===== src/rtl/hub75_pkg.sv =====
// rtl/hub75_pkg.sv - shared constants and FSM encoding for the HUB75 row fetcher and scan driver
package hub75_pkg;

    // Panel geometry shared with the scan driver
    localparam int COLS  = 64;
    localparam int ROWS  = 32;
    localparam int ROW_W = 5;
    localparam int COL_W = 6;

    // Bit positions of each colour channel inside a framebuffer pixel word
    localparam int PIX_R0 = 5;
    localparam int PIX_G0 = 4;
    localparam int PIX_B0 = 3;
    localparam int PIX_R1 = 2;
    localparam int PIX_G1 = 1;
    localparam int PIX_B1 = 0;
    localparam int N_CH   = 6;

    typedef enum logic [1:0] {
        ST_IDLE   = 2'd0,
        ST_READ   = 2'd1,
        ST_DRAIN  = 2'd2,
        ST_COMMIT = 2'd3
    } fetch_state_e;

endpackage


===== src/rtl/hub75_row_fetch.sv =====
// rtl/hub75_row_fetch.sv - fetches one scan row from framebuffer RAM into double-buffered channel vectors
//
// Ports:
//   clk, rst            clock, synchronous active-high reset
//   row_req, row_sel    single-cycle fetch request and the row to fetch (ignored while busy)
//   busy                fetch in progress
//   row_done            one-cycle pulse, committed vectors updated this cycle
//   row_valid           set from the first commit onward
//   row_out             row index of the committed vectors
//   mem_rd_en/mem_addr  framebuffer read strobe and {row, col} address
//   mem_rdata           pixel word {r0,g0,b0,r1,g1,b1}, valid the cycle after mem_rd_en
//   data_r0..data_b1    committed channel vectors, column 0 at the MSB
module hub75_row_fetch
    import hub75_pkg::*;
#(
    parameter int COLS  = hub75_pkg::COLS,
    parameter int ROW_W = hub75_pkg::ROW_W,
    parameter int COL_W = hub75_pkg::COL_W
) (
    input  logic                   clk,
    input  logic                   rst,
    input  logic                   row_req,
    input  logic [ROW_W-1:0]       row_sel,
    output logic                   busy,
    output logic                   row_done,
    output logic                   row_valid,
    output logic [ROW_W-1:0]       row_out,
    output logic                   mem_rd_en,
    output logic [ROW_W+COL_W-1:0] mem_addr,
    input  logic [5:0]             mem_rdata,
    output logic [COLS-1:0]        data_r0,
    output logic [COLS-1:0]        data_g0,
    output logic [COLS-1:0]        data_b0,
    output logic [COLS-1:0]        data_r1,
    output logic [COLS-1:0]        data_g1,
    output logic [COLS-1:0]        data_b1
);

    localparam logic [COL_W-1:0] COL_LAST = COL_W'(COLS - 1);

    fetch_state_e     state_q, state_d;
    logic [ROW_W-1:0] row_q, row_d;
    logic [ROW_W-1:0] row_out_q, row_out_d;
    logic [COL_W-1:0] col_q, col_d;
    logic [COL_W-1:0] col_d1_q, col_d1_d;
    logic             rd_en_q, rd_en_d;
    logic             v_d1_q, v_d1_d;
    logic             row_done_q, row_done_d;
    logic             row_valid_q, row_valid_d;
    logic [COL_W-1:0] cap_idx;

    // Shadow is filled during the fetch; data is what the driver shifts out
    logic [COLS-1:0]  shadow_q [N_CH];
    logic [COLS-1:0]  shadow_d [N_CH];
    logic [COLS-1:0]  data_q   [N_CH];
    logic [COLS-1:0]  data_d   [N_CH];

    always_comb begin
        state_d     = state_q;
        row_d       = row_q;
        row_out_d   = row_out_q;
        col_d       = col_q;
        rd_en_d     = rd_en_q;
        row_done_d  = 1'b0;
        row_valid_d = row_valid_q;
        // Read data returns one cycle after the strobe, so the column travels with it
        v_d1_d      = rd_en_q;
        col_d1_d    = col_q;
        cap_idx     = COL_LAST - col_d1_q;
        for (int ch = 0; ch < N_CH; ch++) begin
            shadow_d[ch] = shadow_q[ch];
            data_d[ch]   = data_q[ch];
        end

        if (v_d1_q) begin
            for (int ch = 0; ch < N_CH; ch++) begin
                shadow_d[ch][cap_idx] = mem_rdata[ch];
            end
        end

        unique case (state_q)
            ST_IDLE: begin
                if (row_req) begin
                    row_d   = row_sel;
                    col_d   = '0;
                    rd_en_d = 1'b1;
                    state_d = ST_READ;
                end
            end
            ST_READ: begin
                if (col_q == COL_LAST) begin
                    col_d   = '0;
                    rd_en_d = 1'b0;
                    state_d = ST_DRAIN;
                end else begin
                    col_d = col_q + 1'b1;
                end
            end
            ST_DRAIN: begin
                // Last word lands in the shadow at the end of this cycle
                state_d = ST_COMMIT;
            end
            ST_COMMIT: begin
                for (int ch = 0; ch < N_CH; ch++) begin
                    data_d[ch] = shadow_q[ch];
                end
                row_out_d   = row_q;
                row_done_d  = 1'b1;
                row_valid_d = 1'b1;
                state_d     = ST_IDLE;
            end
            default: state_d = ST_IDLE;
        endcase
    end

    always_ff @(posedge clk) begin
        if (rst) begin
            state_q     <= ST_IDLE;
            row_q       <= '0;
            row_out_q   <= '0;
            col_q       <= '0;
            col_d1_q    <= '0;
            rd_en_q     <= 1'b0;
            v_d1_q      <= 1'b0;
            row_done_q  <= 1'b0;
            row_valid_q <= 1'b0;
            for (int ch = 0; ch < N_CH; ch++) begin
                data_q[ch] <= '0;
            end
        end else begin
            state_q     <= state_d;
            row_q       <= row_d;
            row_out_q   <= row_out_d;
            col_q       <= col_d;
            col_d1_q    <= col_d1_d;
            rd_en_q     <= rd_en_d;
            v_d1_q      <= v_d1_d;
            row_done_q  <= row_done_d;
            row_valid_q <= row_valid_d;
            for (int ch = 0; ch < N_CH; ch++) begin
                data_q[ch] <= data_d[ch];
            end
        end
    end

    // A partially filled shadow is never committed, so it needs no reset
    always_ff @(posedge clk) begin
        for (int ch = 0; ch < N_CH; ch++) begin
            shadow_q[ch] <= shadow_d[ch];
        end
    end

    assign busy      = (state_q != ST_IDLE);
    assign row_done  = row_done_q;
    assign row_valid = row_valid_q;
    assign row_out   = row_out_q;
    assign mem_rd_en = rd_en_q;
    assign mem_addr  = {row_q, col_q};
    assign data_r0   = data_q[PIX_R0];
    assign data_g0   = data_q[PIX_G0];
    assign data_b0   = data_q[PIX_B0];
    assign data_r1   = data_q[PIX_R1];
    assign data_g1   = data_q[PIX_G1];
    assign data_b1   = data_q[PIX_B1];

endmodule

===== config.mk =====
export PLATFORM = sky130hd
export DESIGN_NAME = hub75_row_fetch
export DESIGN_NICKNAME = d
export VERILOG_FILES = /design/src/rtl/hub75_pkg.sv /design/src/rtl/hub75_row_fetch.sv
export SDC_FILE = /design/constraint.sdc
export NUM_CORES = 1
export LEC_CHECK = 0
export BUFFER_PORTS_ARGS = -buffer_cell sky130_fd_sc_hd__buf_2
export CAP_MARGIN = 20
export CELL_PAD_IN_SITES_DETAIL_PLACEMENT = 1
export CELL_PAD_IN_SITES_GLOBAL_PLACEMENT = 1
export CORE_ASPECT_RATIO = 0.75
export CORE_UTILIZATION = 46
export CTS_CLUSTER_DIAMETER = 100
export DETAILED_ROUTE_END_ITERATION = 8
export PLACE_DENSITY = 0.91
export SYNTH_ARGS = -nofsm -noshare
export SYNTH_HDL_FRONTEND = slang
export SYNTH_SLANG_ARGS = --single-unit

===== constraint.sdc =====
create_clock -name clk -period 2.9 [get_ports clk]
set_clock_uncertainty 0.2 [all_clocks]
set_input_delay 0 -clock clk [delete_from_list [all_inputs] [get_ports clk]]
set_output_delay 0 -clock clk [all_outputs]
set_load 0.05 [all_outputs]

==> impl_metrics.yaml <==
run_status:
  status: "completed"
detailed_routing:
  drtAntennaViolNets: 0
  via_count: 16630
  drc: 0
  routed_wl_mm: 79.3
  first_pass_iters: 5
  drt_iter0_markers: 1144
  via_per_inst: 5.26
  wl_per_cell_um: 25.1
floorplanning:
  core-area_um2: 56500
  die_h_um: 210
  rows: 75
  dieArea_um2: 58700
  start_util: 0.470
  num_io_pins: 418
  fp.dieW_um: 280
global_route:
  antenna_found_initial: 1
  grt_first_pass_wirelength_mm: 116
  grt_max_degree: 91
  overflow: 0
  grt_pass1_vias: 17986
  grt_usage: 0.267
logic_synthesis:
  synth_edf_count: 384
  yosys-top-cells-count: "nor2_1 (455), dfxtp_1 (412), mux2i_1 (389)"
  synthMostInstantiatedCell: "nor2_1"
  seq_area_frac_synth: 0.744
  syn_inst: 1844
  synth.area.top_cells: "edfxtp_1 (43%), dfxtp_1 (31%), mux2i_1 (15%)"
  avgSynthCellArea_um2: 14.4
  netlist.area_leader.share: 0.434
  synth_nets: 1864
  async_reset_ff_frac: 0
  synth_seq_cells: 796
  syn_area_um2: 26600
  yosysWarnings: 0
  synth_top_cell_by_area: "edfxtp_1"
  ys.flop_type: "dfxtp_1"
  synth_cell_types: 35
clock_tree:
  cts_made_buffers: 75
  clockRootBuffer: "clkbuf_16"
  cts_tree: "built"
  htreeDepth: 3
  clockBufferDepth: 3
  clkSinkCount: 796
  clk_pin_slew_ns: 0.07
  cts_setup_buffers: 0
  clk_latency_ns: 0.62
setup_path:
  critPathKind: "flop to flop"
  reg2reg_slack_ns: 0.13
  rr_startpoint: "state_q[0]"
  cp-start-kind: "flop"
  critPathArrivalTime_ns: 3.05
  reg2regPathDepth: 6
  worst-path-max-fanout: 11
  cp-end-kind: "flop"
  r2r_end: "row_q[0]"
  crit_required_ns: 3.18
power_and_ir_drop:
  peakVddDrop_mv: 0.632
  clockPowerShare: 0.369
  swShare: 0.293
  pwr-share-seq: 0.462
  p_int_mw: 19.4
  p_leak_nw: 12.3
  combPwrFrac: 0.169
  p_sw_mw: 8.01
  p_per_area_nw_per_um2: 841
sta:
  holdWs_ns: 0.282
  maxSlewHeadroom: 0.296
  setup_violations: 0
  max_freq_ghz: 0.361
  grt_setup_unrepaired: "no"
  period_share: 0.956
  worst_slew_pin_slew_ns: 1.06
  hold_viol_final: 0
  maxSlewViolCount: 0
  setup_tns_ns: 0
  post-route-min-period_ns: 2.77
final_layout:
  syn2layout_area_growth_pct: 22.5
  design_area_um2: 32600
  nets: 2350
  drive_gt1_frac: 0.255
place:
  postPlaceCellArea_um2: 29800
  port_buffers: 417
  gp_congestion: 0.828
  dp_hpwl_mm: 50.4
worst_hold_path:
  hp-start: "rst"
  hold_depth: 3
  hp-class: "primary input to flop"
  hold_end: "data_q[5][61]"
job:
  cap_violations: 0
worst max-delay path by stage:
stage / start / endpoint / slack, ns / depth (start not counted)
2_1_floorplan: col_d1_q[0] / shadow_q[0][10] / 0.92 / 3
5_1_grt: state_q[0] / row_q[0] / 0.06 / 6
3_5_place_dp: col_d1_q[1] / shadow_q[1][46] / 0.39 / 5
6_report: state_q[0] / row_q[0] / 0.13 / 6
3_3_place_gp: col_d1_q[1] / shadow_q[1][46] / 0.31 / 5
4_1_cts: state_q[0] / row_q[1] / 0.22 / 6
layout by cell type, fill, tap and decap left out, types with 2 or more instances in the layout:
| cell | netlist | routed |
|---|---|---|
| nor2_1 | 455 | 455 |
| buf_2 | 16 | 416 |
| dfxtp_1 | 412 | 412 |
| mux2i_1 | 389 | 389 |
| edfxtp_1 | 384 | 384 |
| clkbuf_16 | 0 | 76 |
| buf_4 | 43 | 49 |
| dlygate4sd3_1 | 0 | 26 |
| nand2_1 | 21 | 21 |
| clkbuf_1 | 37 | 17 |
| nor2b_1 | 15 | 15 |
| buf_12 | 0 | 15 |
| clkinv_2 | 0 | 14 |
| a21oi_1 | 13 | 13 |
| nand3_1 | 12 | 12 |
| clkbuf_8 | 0 | 12 |
| bufinv_16 | 0 | 7 |
| nor3_1 | 5 | 5 |
| inv_1 | 5 | 5 |
| ha_1 | 6 | 5 |
| clkinvlp_4 | 0 | 5 |
| nand2b_1 | 4 | 4 |
| and2_1 | 3 | 3 |
| clkinv_8 | 0 | 3 |
| nor4_2 | 0 | 2 |
| nor3b_1 | 2 | 2 |
| or2_2 | 2 | 2 |
| xor2_1 | 2 | 2 |
| o21ai_0 | 2 | 2 |
| clkinv_1 | 0 | 2 |
| inv_6 | 0 | 2 |
power groups by stage:
stage               clock network, mW  registers [mW]  logic (mW)
CTS                              10.2            12.6        4.62
global placement                    0            12.8        4.33
detailed placement                  0            12.9        4.51
floorplan                           0            14.4        1.71
global route                     10.6            12.7        4.82
finish                           10.1            12.7        4.61
cells by family (layout without fill, tap and decap cells):
family	after synthesis	count (layout)	share of synthesized area
xor+xnor	2	2	0.000659
flops	796	796	0.744
mux	390	390	0.147
simple gates	527	527	0.0791
fa+ha+maj	6	6	0.00283
compound gates	20	20	0.00438
other cells	0	1	0
buf+inv	103	651	0.0217
repair_timing:
| action | in CTS | in global routing |
|---|---|---|
| hold endpoints to repair | 529 | 0 |
| gates resized for setup | 0 | 0 |
| hold buffers | 26 | 0 |
layout make-up:
class                   instances  area [um2]
multi-input cells             945        6240
diodes                          1        2.50
fillers                      5613       23900
clock buffers                 105        2130
flip-flops and latches        796       19800
repair buffers                507        3030
well taps                     770         963
clock inverters                34         400
inverters                       5        18.8
routing by layer:
metal | GRT usage | up-vias | wire, um | share of wire
met5 | 0 | - | 0 | 0
met1 | 0.333 | 8525 | 32600 | 0.41
met2 | 0.456 | 566 | 39300 | 0.50
li1 | - | 7380 | - | -
met3 | 0.0577 | 159 | 4710 | 0.059
met4 | 0.0985 | 0 | 2610 | 0.033
state kept, by name, indices dropped and copies added (netlist names):
signal,flops
data_q,384
row_out,5
v_d1_q,1
shadow_q,384
row_done,1
col_d1_d,6
state_q,2
mem_rd_en,1
row_valid,1
col_d1_q,6
row_q,5
critical path: stages, from the launching register on:
cell and delay (ns):
dfxtp_1 0.49, inv_1 0.15, ha_1 0.41, nand3_1 0.15, dlygate4sd3_1 0.58, a21oi_1 0.07, dlygate4sd3_1 0.60
per-stage QoR:
| stage | util | total power [mW] | cells | worst slack (ns) |
|---|---|---|---|---|
| floorplan | - | 16.1 | 1844 | 0.919 |
| global placement | 0.527 | 17.2 | 2997 | 0.312 |
| detailed placement | 0.527 | 17.4 | 2997 | 0.392 |
| CTS | 0.576 | 27.5 | 3162 | 0.216 |
| global route | 0.576 | 28.2 | 3162 | 0.0557 |
| finish | 0.576 | 27.4 | 3163 | 0.127 |
(Power assumes the default switching activity.)
